===== src/rtl/ctrl_pkg.sv =====
// rtl/ctrl_pkg.sv - shared encodings and cause constants for the execute-stage trap/redirect control
package ctrl_pkg;

    typedef enum logic [1:0] {
        BR_NONE  = 2'b00,
        BR_TAKEN = 2'b01,
        BR_TRAP  = 2'b10
    } br_code_e;

    typedef enum logic [1:0] {
        SYS_NONE  = 2'b00,
        SYS_ECALL = 2'b01,
        SYS_MRET  = 2'b10
    } sys_op_e;

    typedef enum logic [1:0] {
        ST_IDLE = 2'b00,
        ST_SAVE = 2'b01,
        ST_JUMP = 2'b10
    } trap_state_e;

    localparam int unsigned CAUSE_IRQ_UART = 11;
    localparam int unsigned CAUSE_ECALL_M  = 11;
    localparam logic [6:0]  OPC_SYSTEM     = 7'b1110011;

endpackage


===== src/rtl/trap_redirect_ctrl_if.sv =====
// rtl/trap_redirect_ctrl_if.sv - execute-stage control bundle between pipeline/CSR file and trap_redirect_ctrl
interface trap_redirect_ctrl_if #(
    parameter int XLEN = 32
);
    logic [1:0]      br_taken;
    logic [XLEN-1:0] br_target;
    logic [XLEN-1:0] pc_E;
    logic            valid_E;
    logic [1:0]      sys_op_E;
    logic            irq_req;
    logic            mie;
    logic [XLEN-1:0] mtvec;
    logic [XLEN-1:0] mepc;
    logic            stall_in;

    logic            redirect_valid;
    logic [XLEN-1:0] redirect_pc;
    logic            flush_D;
    logic            flush_E;
    logic            stall_F;
    logic            mepc_we;
    logic [XLEN-1:0] mepc_wdata;
    logic            mcause_we;
    logic [XLEN-1:0] mcause_wdata;
    logic            mie_clear;
    logic            mie_restore;
    logic            irq_ack;

    modport master (
        output br_taken, br_target, pc_E, valid_E, sys_op_E, irq_req,
               mie, mtvec, mepc, stall_in,
        input  redirect_valid, redirect_pc, flush_D, flush_E, stall_F,
               mepc_we, mepc_wdata, mcause_we, mcause_wdata,
               mie_clear, mie_restore, irq_ack
    );

    modport slave (
        input  br_taken, br_target, pc_E, valid_E, sys_op_E, irq_req,
               mie, mtvec, mepc, stall_in,
        output redirect_valid, redirect_pc, flush_D, flush_E, stall_F,
               mepc_we, mepc_wdata, mcause_we, mcause_wdata,
               mie_clear, mie_restore, irq_ack
    );
endinterface


===== src/rtl/trap_vec_calc.sv =====
// rtl/trap_vec_calc.sv - trap target from mtvec and cause; VECTORED_IRQ_EN enables vectored interrupt entry
module trap_vec_calc
    import ctrl_pkg::*;
#(
    parameter int XLEN     = 32,
    parameter int IRQ_CODE = CAUSE_IRQ_UART
) (
    input  logic [XLEN-1:0] i_mtvec,
    input  logic            i_is_irq,
    output logic [XLEN-1:0] o_target
);
    logic [XLEN-1:0] w_base;

    assign w_base = {i_mtvec[XLEN-1:2], 2'b00};

`ifdef VECTORED_IRQ_EN
    // Mode 01 is vectored, but only interrupts use the per-cause slot.
    always_comb begin
        o_target = w_base;
        if ((i_mtvec[1:0] == 2'b01) && i_is_irq)
            o_target = w_base + XLEN'(4 * IRQ_CODE);
    end
`else
    logic w_unused;
    assign w_unused = &{1'b0, i_mtvec[1:0], i_is_irq};
    assign o_target = w_base;
`endif

endmodule


===== src/rtl/trap_redirect_ctrl.sv =====
// rtl/trap_redirect_ctrl.sv - arbitrates irq/ecall/mret/branch into redirect, flush/stall and CSR strobes (option: VECTORED_IRQ_EN)
module trap_redirect_ctrl
    import ctrl_pkg::*;
#(
    parameter int XLEN       = 32,
    parameter int IRQ_CODE   = CAUSE_IRQ_UART,
    parameter int ECALL_CODE = CAUSE_ECALL_M
) (
    input logic                clk,
    input logic                rst_n,
    trap_redirect_ctrl_if.slave bus
);
    trap_state_e     r_state;
    logic            r_irq_pending;
    logic [XLEN-1:0] r_pc;
    logic [XLEN-1:0] r_cause;

    logic            w_go, w_take_irq, w_take_ecall, w_take_mret, w_take_branch, w_trap;
    logic [XLEN-1:0] w_cause, w_vec_target;
    logic            w_redirect_valid, w_flush_d, w_flush_e, w_stall_f;
    logic            w_mepc_we, w_mcause_we, w_mie_clear, w_mie_restore, w_irq_ack;
    logic [XLEN-1:0] w_redirect_pc, w_mepc_wdata, w_mcause_wdata;

    assign w_go          = (r_state == ST_IDLE) && !bus.stall_in && bus.valid_E;
    assign w_take_irq    = w_go && r_irq_pending && bus.mie;
    assign w_take_ecall  = w_go && !w_take_irq &&
                           ((bus.sys_op_E == SYS_ECALL) || (bus.br_taken == BR_TRAP));
    assign w_take_mret   = w_go && !w_take_irq && !w_take_ecall && (bus.sys_op_E == SYS_MRET);
    assign w_take_branch = w_go && !w_take_irq && !w_take_ecall && !w_take_mret &&
                           (bus.br_taken == BR_TAKEN);
    assign w_trap        = w_take_irq || w_take_ecall;
    assign w_cause       = w_take_irq ? {1'b1, (XLEN-1)'(IRQ_CODE)} : {1'b0, (XLEN-1)'(ECALL_CODE)};

    trap_vec_calc #(.XLEN(XLEN), .IRQ_CODE(IRQ_CODE)) u_vec (
        .i_mtvec  (bus.mtvec),
        .i_is_irq (r_cause[XLEN-1]),
        .o_target (w_vec_target)
    );

    always_ff @(posedge clk or negedge rst_n) begin
        if (!rst_n) begin
            r_state       <= ST_IDLE;
            r_irq_pending <= 1'b0;
            r_pc          <= '0;
            r_cause       <= '0;
        end else begin
            r_irq_pending <= bus.irq_req | (r_irq_pending & ~w_irq_ack);
            case (r_state)
                ST_IDLE: if (w_trap) begin
                    r_state <= ST_SAVE;
                    r_pc    <= bus.pc_E;
                    r_cause <= w_cause;
                end
                ST_SAVE: r_state <= ST_JUMP;
                ST_JUMP: r_state <= ST_IDLE;
                default: r_state <= ST_IDLE;
            endcase
        end
    end

    // Outputs are forced low while reset is asserted so a mid-sequence reset drops them at once.
    always_comb begin
        w_redirect_valid = 1'b0;
        w_redirect_pc    = '0;
        w_flush_d        = 1'b0;
        w_flush_e        = 1'b0;
        w_stall_f        = 1'b0;
        w_mepc_we        = 1'b0;
        w_mepc_wdata     = '0;
        w_mcause_we      = 1'b0;
        w_mcause_wdata   = '0;
        w_mie_clear      = 1'b0;
        w_mie_restore    = 1'b0;
        w_irq_ack        = 1'b0;
        if (rst_n) begin
            case (r_state)
                ST_IDLE: begin
                    if (w_trap) begin
                        w_flush_d = 1'b1;
                        w_flush_e = 1'b1;
                        w_stall_f = 1'b1;
                    end else if (w_take_mret) begin
                        w_redirect_valid = 1'b1;
                        w_redirect_pc    = bus.mepc;
                        w_flush_d        = 1'b1;
                        w_mie_restore    = 1'b1;
                    end else if (w_take_branch) begin
                        w_redirect_valid = 1'b1;
                        w_redirect_pc    = bus.br_target;
                        w_flush_d        = 1'b1;
                    end
                end
                ST_SAVE: begin
                    w_mepc_we      = 1'b1;
                    w_mepc_wdata   = r_pc;
                    w_mcause_we    = 1'b1;
                    w_mcause_wdata = r_cause;
                    w_mie_clear    = 1'b1;
                    w_stall_f      = 1'b1;
                    w_flush_d      = 1'b1;
                end
                ST_JUMP: begin
                    w_redirect_valid = 1'b1;
                    w_redirect_pc    = w_vec_target;
                    w_flush_d        = 1'b1;
                    w_irq_ack        = r_cause[XLEN-1];
                end
                default: ;
            endcase
        end
    end

    assign bus.redirect_valid = w_redirect_valid;
    assign bus.redirect_pc    = w_redirect_pc;
    assign bus.flush_D        = w_flush_d;
    assign bus.flush_E        = w_flush_e;
    assign bus.stall_F        = w_stall_f;
    assign bus.mepc_we        = w_mepc_we;
    assign bus.mepc_wdata     = w_mepc_wdata;
    assign bus.mcause_we      = w_mcause_we;
    assign bus.mcause_wdata   = w_mcause_wdata;
    assign bus.mie_clear      = w_mie_clear;
    assign bus.mie_restore    = w_mie_restore;
    assign bus.irq_ack        = w_irq_ack;

endmodule

===== src/flat_wrapper.sv =====
// flat-port wrapper written by rule: the top's interface ports become plain ports
module trap_redirect_ctrl_flat import ctrl_pkg::*;
#(
    parameter int XLEN       = 32,
    parameter int IRQ_CODE   = CAUSE_IRQ_UART,
    parameter int ECALL_CODE = CAUSE_ECALL_M
)
  (clk, rst_n, bus_br_taken, bus_br_target, bus_pc_E, bus_valid_E, bus_sys_op_E, bus_irq_req, bus_mie, bus_mtvec, bus_mepc, bus_stall_in, bus_redirect_valid, bus_redirect_pc, bus_flush_D, bus_flush_E, bus_stall_F, bus_mepc_we, bus_mepc_wdata, bus_mcause_we, bus_mcause_wdata, bus_mie_clear, bus_mie_restore, bus_irq_ack);
  trap_redirect_ctrl_if #(.XLEN(XLEN)) bus_i ();
  input logic clk;
  input logic rst_n;
  input wire logic [$bits(bus_i.br_taken)-1:0] bus_br_taken;
  input wire logic [$bits(bus_i.br_target)-1:0] bus_br_target;
  input wire logic [$bits(bus_i.pc_E)-1:0] bus_pc_E;
  input wire logic [$bits(bus_i.valid_E)-1:0] bus_valid_E;
  input wire logic [$bits(bus_i.sys_op_E)-1:0] bus_sys_op_E;
  input wire logic [$bits(bus_i.irq_req)-1:0] bus_irq_req;
  input wire logic [$bits(bus_i.mie)-1:0] bus_mie;
  input wire logic [$bits(bus_i.mtvec)-1:0] bus_mtvec;
  input wire logic [$bits(bus_i.mepc)-1:0] bus_mepc;
  input wire logic [$bits(bus_i.stall_in)-1:0] bus_stall_in;
  output wire logic [$bits(bus_i.redirect_valid)-1:0] bus_redirect_valid;
  output wire logic [$bits(bus_i.redirect_pc)-1:0] bus_redirect_pc;
  output wire logic [$bits(bus_i.flush_D)-1:0] bus_flush_D;
  output wire logic [$bits(bus_i.flush_E)-1:0] bus_flush_E;
  output wire logic [$bits(bus_i.stall_F)-1:0] bus_stall_F;
  output wire logic [$bits(bus_i.mepc_we)-1:0] bus_mepc_we;
  output wire logic [$bits(bus_i.mepc_wdata)-1:0] bus_mepc_wdata;
  output wire logic [$bits(bus_i.mcause_we)-1:0] bus_mcause_we;
  output wire logic [$bits(bus_i.mcause_wdata)-1:0] bus_mcause_wdata;
  output wire logic [$bits(bus_i.mie_clear)-1:0] bus_mie_clear;
  output wire logic [$bits(bus_i.mie_restore)-1:0] bus_mie_restore;
  output wire logic [$bits(bus_i.irq_ack)-1:0] bus_irq_ack;
  assign bus_i.br_taken = bus_br_taken;
  assign bus_i.br_target = bus_br_target;
  assign bus_i.pc_E = bus_pc_E;
  assign bus_i.valid_E = bus_valid_E;
  assign bus_i.sys_op_E = bus_sys_op_E;
  assign bus_i.irq_req = bus_irq_req;
  assign bus_i.mie = bus_mie;
  assign bus_i.mtvec = bus_mtvec;
  assign bus_i.mepc = bus_mepc;
  assign bus_i.stall_in = bus_stall_in;
  assign bus_redirect_valid = bus_i.redirect_valid;
  assign bus_redirect_pc = bus_i.redirect_pc;
  assign bus_flush_D = bus_i.flush_D;
  assign bus_flush_E = bus_i.flush_E;
  assign bus_stall_F = bus_i.stall_F;
  assign bus_mepc_we = bus_i.mepc_we;
  assign bus_mepc_wdata = bus_i.mepc_wdata;
  assign bus_mcause_we = bus_i.mcause_we;
  assign bus_mcause_wdata = bus_i.mcause_wdata;
  assign bus_mie_clear = bus_i.mie_clear;
  assign bus_mie_restore = bus_i.mie_restore;
  assign bus_irq_ack = bus_i.irq_ack;
  trap_redirect_ctrl #(.XLEN(XLEN), .IRQ_CODE(IRQ_CODE), .ECALL_CODE(ECALL_CODE)) u_core (.clk(clk), .rst_n(rst_n), .bus(bus_i));
endmodule

===== config.mk =====
export PLATFORM = sky130hd
export DESIGN_NAME = trap_redirect_ctrl_flat
export DESIGN_NICKNAME = d
export VERILOG_FILES = /design/src/rtl/ctrl_pkg.sv /design/src/rtl/trap_redirect_ctrl_if.sv /design/src/rtl/trap_vec_calc.sv /design/src/rtl/trap_redirect_ctrl.sv /design/src/flat_wrapper.sv
export SDC_FILE = /design/constraint.sdc
export NUM_CORES = 1
export LEC_CHECK = 0
export CAP_MARGIN = 40
export CORE_MARGIN = 8
export CORE_UTILIZATION = 35
export CTS_BUF_LIST = sky130_fd_sc_hd__clkbuf_8
export CTS_CLUSTER_DIAMETER = 100
export CTS_CLUSTER_SIZE = 8
export DETAILED_ROUTE_END_ITERATION = 16
export GPL_ROUTABILITY_DRIVEN = 0
export PLACE_DENSITY = 0.82
export SETUP_SLACK_MARGIN = 0.15
export SYNTH_ARGS = -nofsm -noshare
export SYNTH_HDL_FRONTEND = slang
export SYNTH_SLANG_ARGS = --single-unit

===== constraint.sdc =====
create_clock -name clk -period 2.12 [get_ports clk]
set_clock_uncertainty 0.15 [all_clocks]
set_input_delay 0.212 -clock clk [delete_from_list [all_inputs] [get_ports clk]]
set_output_delay 0.212 -clock clk [all_outputs]
set_load 0.01 [all_outputs]

Word level (Yosys, flattened, before mapping)
Cells that the tools add are included.
{ "word_totals": {"ff_bits": 67, "latch_bits": 0, "ram_bits": 0, "rom_bits": 0, "elab_cells": 66, "n_memories": 0} }
{ "classes": {"add_sub_neg": 0, "n_mul": 0, "n_div": 0, "n_lt_le_gt_ge": 0, "eq_ne": 7, "n_shift": 0, "muxes": 33, "bitwise": 3, "n_reduce_logical": 19} }
{ "op_table": {"columns": ["operator", "count"], "rows": [
  ["two-way mux 32 bit", 9],
  ["one-hot mux 32 bit (2 select lines)", 1],
  ["two-way mux 1 bit", 18],
  ["logical AND 1 bit", 10],
  ["equality test 2 x 1 -> 1 bit, second input constant", 3],
  ["equality test 2 bit, second input constant", 3],
  ["one-hot mux 1 bit (2 select lines)", 3],
  ["zero test 1 bit", 4],
  ["one-hot mux 2 bit (2 select lines)", 1],
  ["zero test 2 bit", 1],
  ["logical OR 1 bit", 2],
  ["two-way mux 2 bit", 1],
  ["!= test 2 x 1 -> 1 bit, second input constant", 1],
  ["AND reduction 2 bit", 1],
  ["OR reduction 2 bit", 1],
  ["AND 1 bit", 1],
  ["NOT 1 bit", 1],
  ["bitwise OR 1 bit", 1]
]} }

Depth between registers and ports, before layout
{ "depth": {"word_depth": 19, "depth_mapped": 6, "depth_no_buf": 5} }

Hierarchy
From an unflattened synthesis, not the netlist that was laid out.
{ "unflattened": {"hier_cells": 335, "hier_area_um2": 3056.7} }
{ "modules_own_cells": {"columns": ["module", "instances", "cells_per_inst", "area_each_um2", "seq_area_each_um2"], "rows": [
  ["trap_redirect_ctrl", 1, 302, 2812.7, 925.9],
  ["trap_vec_calc", 1, 33, 244.0, 0.0]
]} }

Worst setup path after synthesis
OpenSTA, ideal clock, no wires.
{ "synth_path": {"path_type": "register -> output", "start": "register u_core.r_state[0]", "end": "output port bus_redirect_pc[24]", "arrival_ns": 1.693, "path_slack_ns": 0.065, "stages_incl_launch_ff": 7, "path_buffers": 1, "path_cell_list": "dfrtp_1 inv_1 ha_1 and3b_1 nand4_2 buf_2 a221oi_1"} }
{ "synth_between": {"elab_chain_cells": 19} }
{ "synth_lines": {"columns": ["item", "line_no", "rtl"], "rows": [
  ["start: declaration", "trap_redirect_ctrl.sv:13", "trap_state_e r_state;"],
  ["start signal: assignment", "trap_redirect_ctrl.sv:42", "r_state <= ST_IDLE;"],
  ["start signal: assignment", "trap_redirect_ctrl.sv:50", "r_state <= ST_SAVE;"],
  ["start signal: assignment", "trap_redirect_ctrl.sv:54", "ST_SAVE: r_state <= ST_JUMP;"],
  ["zero test 2 bit", "trap_redirect_ctrl.sv:24, trap_redirect_ctrl.sv:76", null],
  ["logical AND 1 bit (2 in a row)", "trap_redirect_ctrl.sv:24", "assign w_go = (r_state == ST_IDLE) && !bus.stall_in && bus.valid_E;"],
  ["logical AND 1 bit (2 in a row)", "trap_redirect_ctrl.sv:25", "assign w_take_irq = w_go && r_irq_pending && bus.mie;"],
  ["zero test 1 bit", "trap_redirect_ctrl.sv:26, trap_redirect_ctrl.sv:28, trap_redirect_ctrl.sv:29", null],
  ["logical AND 1 bit", "trap_redirect_ctrl.sv:26, trap_redirect_ctrl.sv:28, trap_redirect_ctrl.sv:29", null],
  ["logical AND 1 bit", "trap_redirect_ctrl.sv:26", "assign w_take_ecall = w_go && !w_take_irq &&"],
  ["zero test 1 bit", "trap_redirect_ctrl.sv:28, trap_redirect_ctrl.sv:29", null],
  ["logical AND 1 bit", "trap_redirect_ctrl.sv:28, trap_redirect_ctrl.sv:29", null],
  ["logical AND 1 bit", "trap_redirect_ctrl.sv:28", "assign w_take_mret = w_go && !w_take_irq && !w_take_ecall && (bus.sys_op_E == SYS_MRET);"],
  ["zero test 1 bit", "trap_redirect_ctrl.sv:29", "assign w_take_branch = w_go && !w_take_irq && !w_take_ecall && !w_take_mret &&"],
  ["logical AND 1 bit (2 in a row)", "trap_redirect_ctrl.sv:29", null],
  ["two-way mux 32 bit", "trap_redirect_ctrl.sv:87", "end else if (w_take_branch) begin"],
  ["two-way mux 32 bit", "trap_redirect_ctrl.sv:82", "end else if (w_take_mret) begin"],
  ["two-way mux 32 bit", "trap_redirect_ctrl.sv:78", "if (w_trap) begin"],
  ["one-hot mux 32 bit (2 select lines) *", "trap_redirect_ctrl.sv:76", "case (r_state)"],
  ["two-way mux 32 bit *", "trap_redirect_ctrl.sv:75", "if (rst_n) begin"],
  ["end: declaration", "flat_wrapper.sv:23", "output wire logic [$bits(bus_i.redirect_pc)-1:0] bus_redirect_pc;"]
]} }
Mark *: on every way between the ends. The rest lies on a longest branch, timed or not.

Final worst setup path
{ "layout_path": {"start": "register u_core.r_state[0]", "end": "output port bus_redirect_pc[23]"} }
The elaborated chain is that of the path after synthesis.

==> impl_metrics.ini <==
[worst_setup_path]
crit_chain = inv_2, ha_4, and3b_1, nand4_2, buf_12, a221oi_2, buf_2
crit_path_top_delay_cell = dfrtp_1
cp.required_ns = 1.76
worst_ep_arrival_time_ns = 1.96
cp-start-kind = register
critPathKind = register to primary output
worstSetupEndpointType = primary output
cp_slowest_stage_delay_ns = 0.39
worstPathMaxFanout = 34

[detailed_routing]
first_iter_violations = 163
vias_per_cell = 5.19
drt.antenna.violating_nets = 0
vias = 3527
wl_per_cell_um = 21.7
drcViolationCount = 0
route.final.wire_length_um = 14800
firstDrtPassIters = 4

[die]
die_area_um2 = 12100
die_h_um = 110
num_rows = 34
die_x_um = 110
io_pins = 243
start_util_pct = 35.8
coreArea_um2 = 8680

[outcome]
outcome = finished, violations left
violations = setup timing

[placed_design]
post-place-ws_ns = -0.468
io_buffers = 212
hpwl_um = 10300

[sta]
maxSlewViolCount = 0
setup_viol = 57
period_minus_slack_ns = 2.32
finalWorstSetupSlack_ns = -0.198
rsz0062_at_grt = yes
fin_crit_sh_pct = 109
hold_viol = 0
clock.fmax_mhz = 431

[final_layout]
drive_gt1_share_pct = 40.6
final_net_count = 714
areaGrowthSynthToFinish_pct = 92.6
fillers = 665
multi_input_area_um2 = 2180
seq_area_um2 = 926
n_antenna_cell = 0

[synth]
ys_types = 36
synthArstFlopShare_pct = 100
syn_area_um2 = 3110
synth_edf_count = 0
ys.flop_type = dfrtp_1
syn_inst = 333
yosysSeqAreaShare_pct = 29.8
yosysWarnings = 0
synth-seq-cells = 37
syn_avg_cell_area_um2 = 9.33

[pwr]
p_leak_nw = 2.65
ir_drop_v = 0.000627
total_power_mw = 5.21
power.density_nw_per_um2 = 871

[global_route]
grt_overflow = 0
globalRouteMet3Util_pct = 4.59
first_global_vias = 3752
grt_use_met2_pct = 39.3
grt_usage_pct = 21.7
antenna_found_initial = 0
busiest_layer = met2
grt_max_degree = 35
grt_pass1_wl_um = 20700
grtUsageMet1_pct = 25.0

[min_path]
hold_class = input pin to asynchronous set/reset pin

[clock_tree]
cts-root-buf = clkbuf_8
cts_sinks = 37
cts.clk_slew.worst_paths_ns = 0.08
cts_htree_levels = 2
insertion_delay_ns = 0.29
tritoncts.num_buffers = 5
tritoncts = yes
cts_buffer_depth = 2

[flow_run]
cap_violations = 0
## Yosys cell counts, types with 2 or more instances
master | number | area (um^2)
and2_1 | 2 | 12.5
dfrtp_1 | 37 | 926
a21boi_0 | 31 | 233
buf_4 | 32 | 240
inv_1 | 4 | 15.0
nand3_1 | 32 | 160
and3_1 | 35 | 219
o21ai_0 | 4 | 20.0
buf_2 | 6 | 30.0
nand2_1 | 35 | 131
ha_1 | 5 | 62.6
buf_12 | 2 | 40.0
mux2_2 | 8 | 90.1
nor3_1 | 2 | 10.0
clkbuf_1 | 20 | 75.1
nand2b_1 | 2 | 12.5
a221oi_2 | 2 | 30.0
mux2_4 | 26 | 390
a221oi_1 | 28 | 245
nor2b_1 | 3 | 18.8
a211oi_1 | 2 | 15.0
## power by group
| group | internal [mW] | switching (mW) |
|---|---|---|
| registers | 1.05 | 0.219 |
| clock network | 0.223 | 0.260 |
| logic | 2.04 | 1.42 |
## metal layers
layer	share of wire, %	vias up
met4	3.0	0
met1	37	1695
li1	-	1640
met2	53	162
met3	7.3	30
met5	0	-
## worst paths after layout
kind / from / end / depth (start not counted) / slack [ns]
min in group clk: u_core.r_cause[3]$_DFFE_PN0N_ / u_core.r_cause[3]$_DFFE_PN0N_ / 1 / 0.34
setup / recovery: u_core.r_state[0]$_DFFE_PN0P_ / bus_redirect_pc[23] / 7 / -0.20
hold reg to reg: u_core.r_cause[3]$_DFFE_PN0N_ / u_core.r_cause[3]$_DFFE_PN0N_ / 1 / 0.34
max in group asynchronous: rst_n / u_core.r_pc[5]$_DFFE_PN0N_ / 4 / 1.20
setup reg to reg: u_core.r_state[0]$_DFFE_PN0P_ / u_core.r_pc[22]$_DFFE_PN0N_ / 9 / 0
hold / removal: rst_n / u_core.r_pc[16]$_DFFE_PN0N_ / 4 / 0.04
## stage by stage
| stage | utilization, % | hold WS (ns) | instances | TNS (ns) | instance area, um^2 |
|---|---|---|---|---|---|
| after detailed placement | 62.5 | 0.175 | 649 | -14.51 | 5420 |
| after floorplan | - | -0.234 | 360 | 0 | 3220 |
| after CTS | 64.9 | 0.00712 | 672 | -5.03 | 5630 |
| final | 69.0 | 0.0388 | 680 | -5.24 | 5980 |
| after global routing | 69.0 | 0.0611 | 680 | -11.98 | 5980 |
| after global placement | 62.5 | 0.171 | 649 | -12.58 | 5420 |
## area by class of cell
| type | instances | area share, % |
|---|---|---|
| Sequential cell | 37 | 15.5 |
| Timing Repair Buffer | 266 | 44.2 |
| Clock buffer | 5 | 1.15 |
| Multi-Input combinational cell | 257 | 36.5 |
| Clock inverter | 3 | 0.230 |
| Inverter | 4 | 0.251 |
| Tap cell | 108 | 2.26 |
## cells in the final DEF (no fill, tap or decap), types with 3 or more instances in the layout
cell type / count
clkdlybuf4s50_1: 134
buf_2: 53
dfrtp_1: 37
buf_6: 33
nand2_1: 32
nand3_1: 32
mux2_4: 32
a21boi_0: 29
conb_1: 28
buf_4: 22
a221oi_2: 19
and3_1: 18
and3_4: 17
buf_12: 13
a221oi_1: 11
clkbuf_8: 5
buf_16: 4
nand2_2: 3
inv_1: 3
ha_4: 3
clkbuf_16: 3
buf_8: 3
## cell families (layout without fill, tap and decap cells)
logic type | Yosys count | after routing | synth area share (%)
DFF | 37 | 37 | 29.8
other | 1 | 28 | 0.121
adders and majority gates | 5 | 5 | 2.01
muxes | 34 | 34 | 15.5
and+or+nand+nor | 117 | 117 | 19.8
AOI/OAI and AO/OA | 73 | 73 | 19.3
buffers and inverters | 66 | 278 | 13.5
## registers in the layout, indices dropped and copies added (netlist names)
signal                count
u_core.r_irq_pending      1
u_core.r_cause            2
u_core.r_pc              32
u_core.r_state            2
## critical path: cells and delay by family (launching register included)
kind | cells | cell delay (ns)
simple gates | 2 | 0.33
fa+ha+maj | 1 | 0.14
flops | 1 | 0.39
buf+inv | 3 | 0.49
compound gates | 1 | 0.30
## what timing repair did
action,in CTS,in global routing
gates resized for setup,400,46
pin swaps,4,12
cloned,4,3
endpoints found under the hold margin,37,0
hold buffers,2,0
setup endpoints to repair,109,108
buffers inserted,9,5
Note: power is estimated with default switching activity, not from simulation.
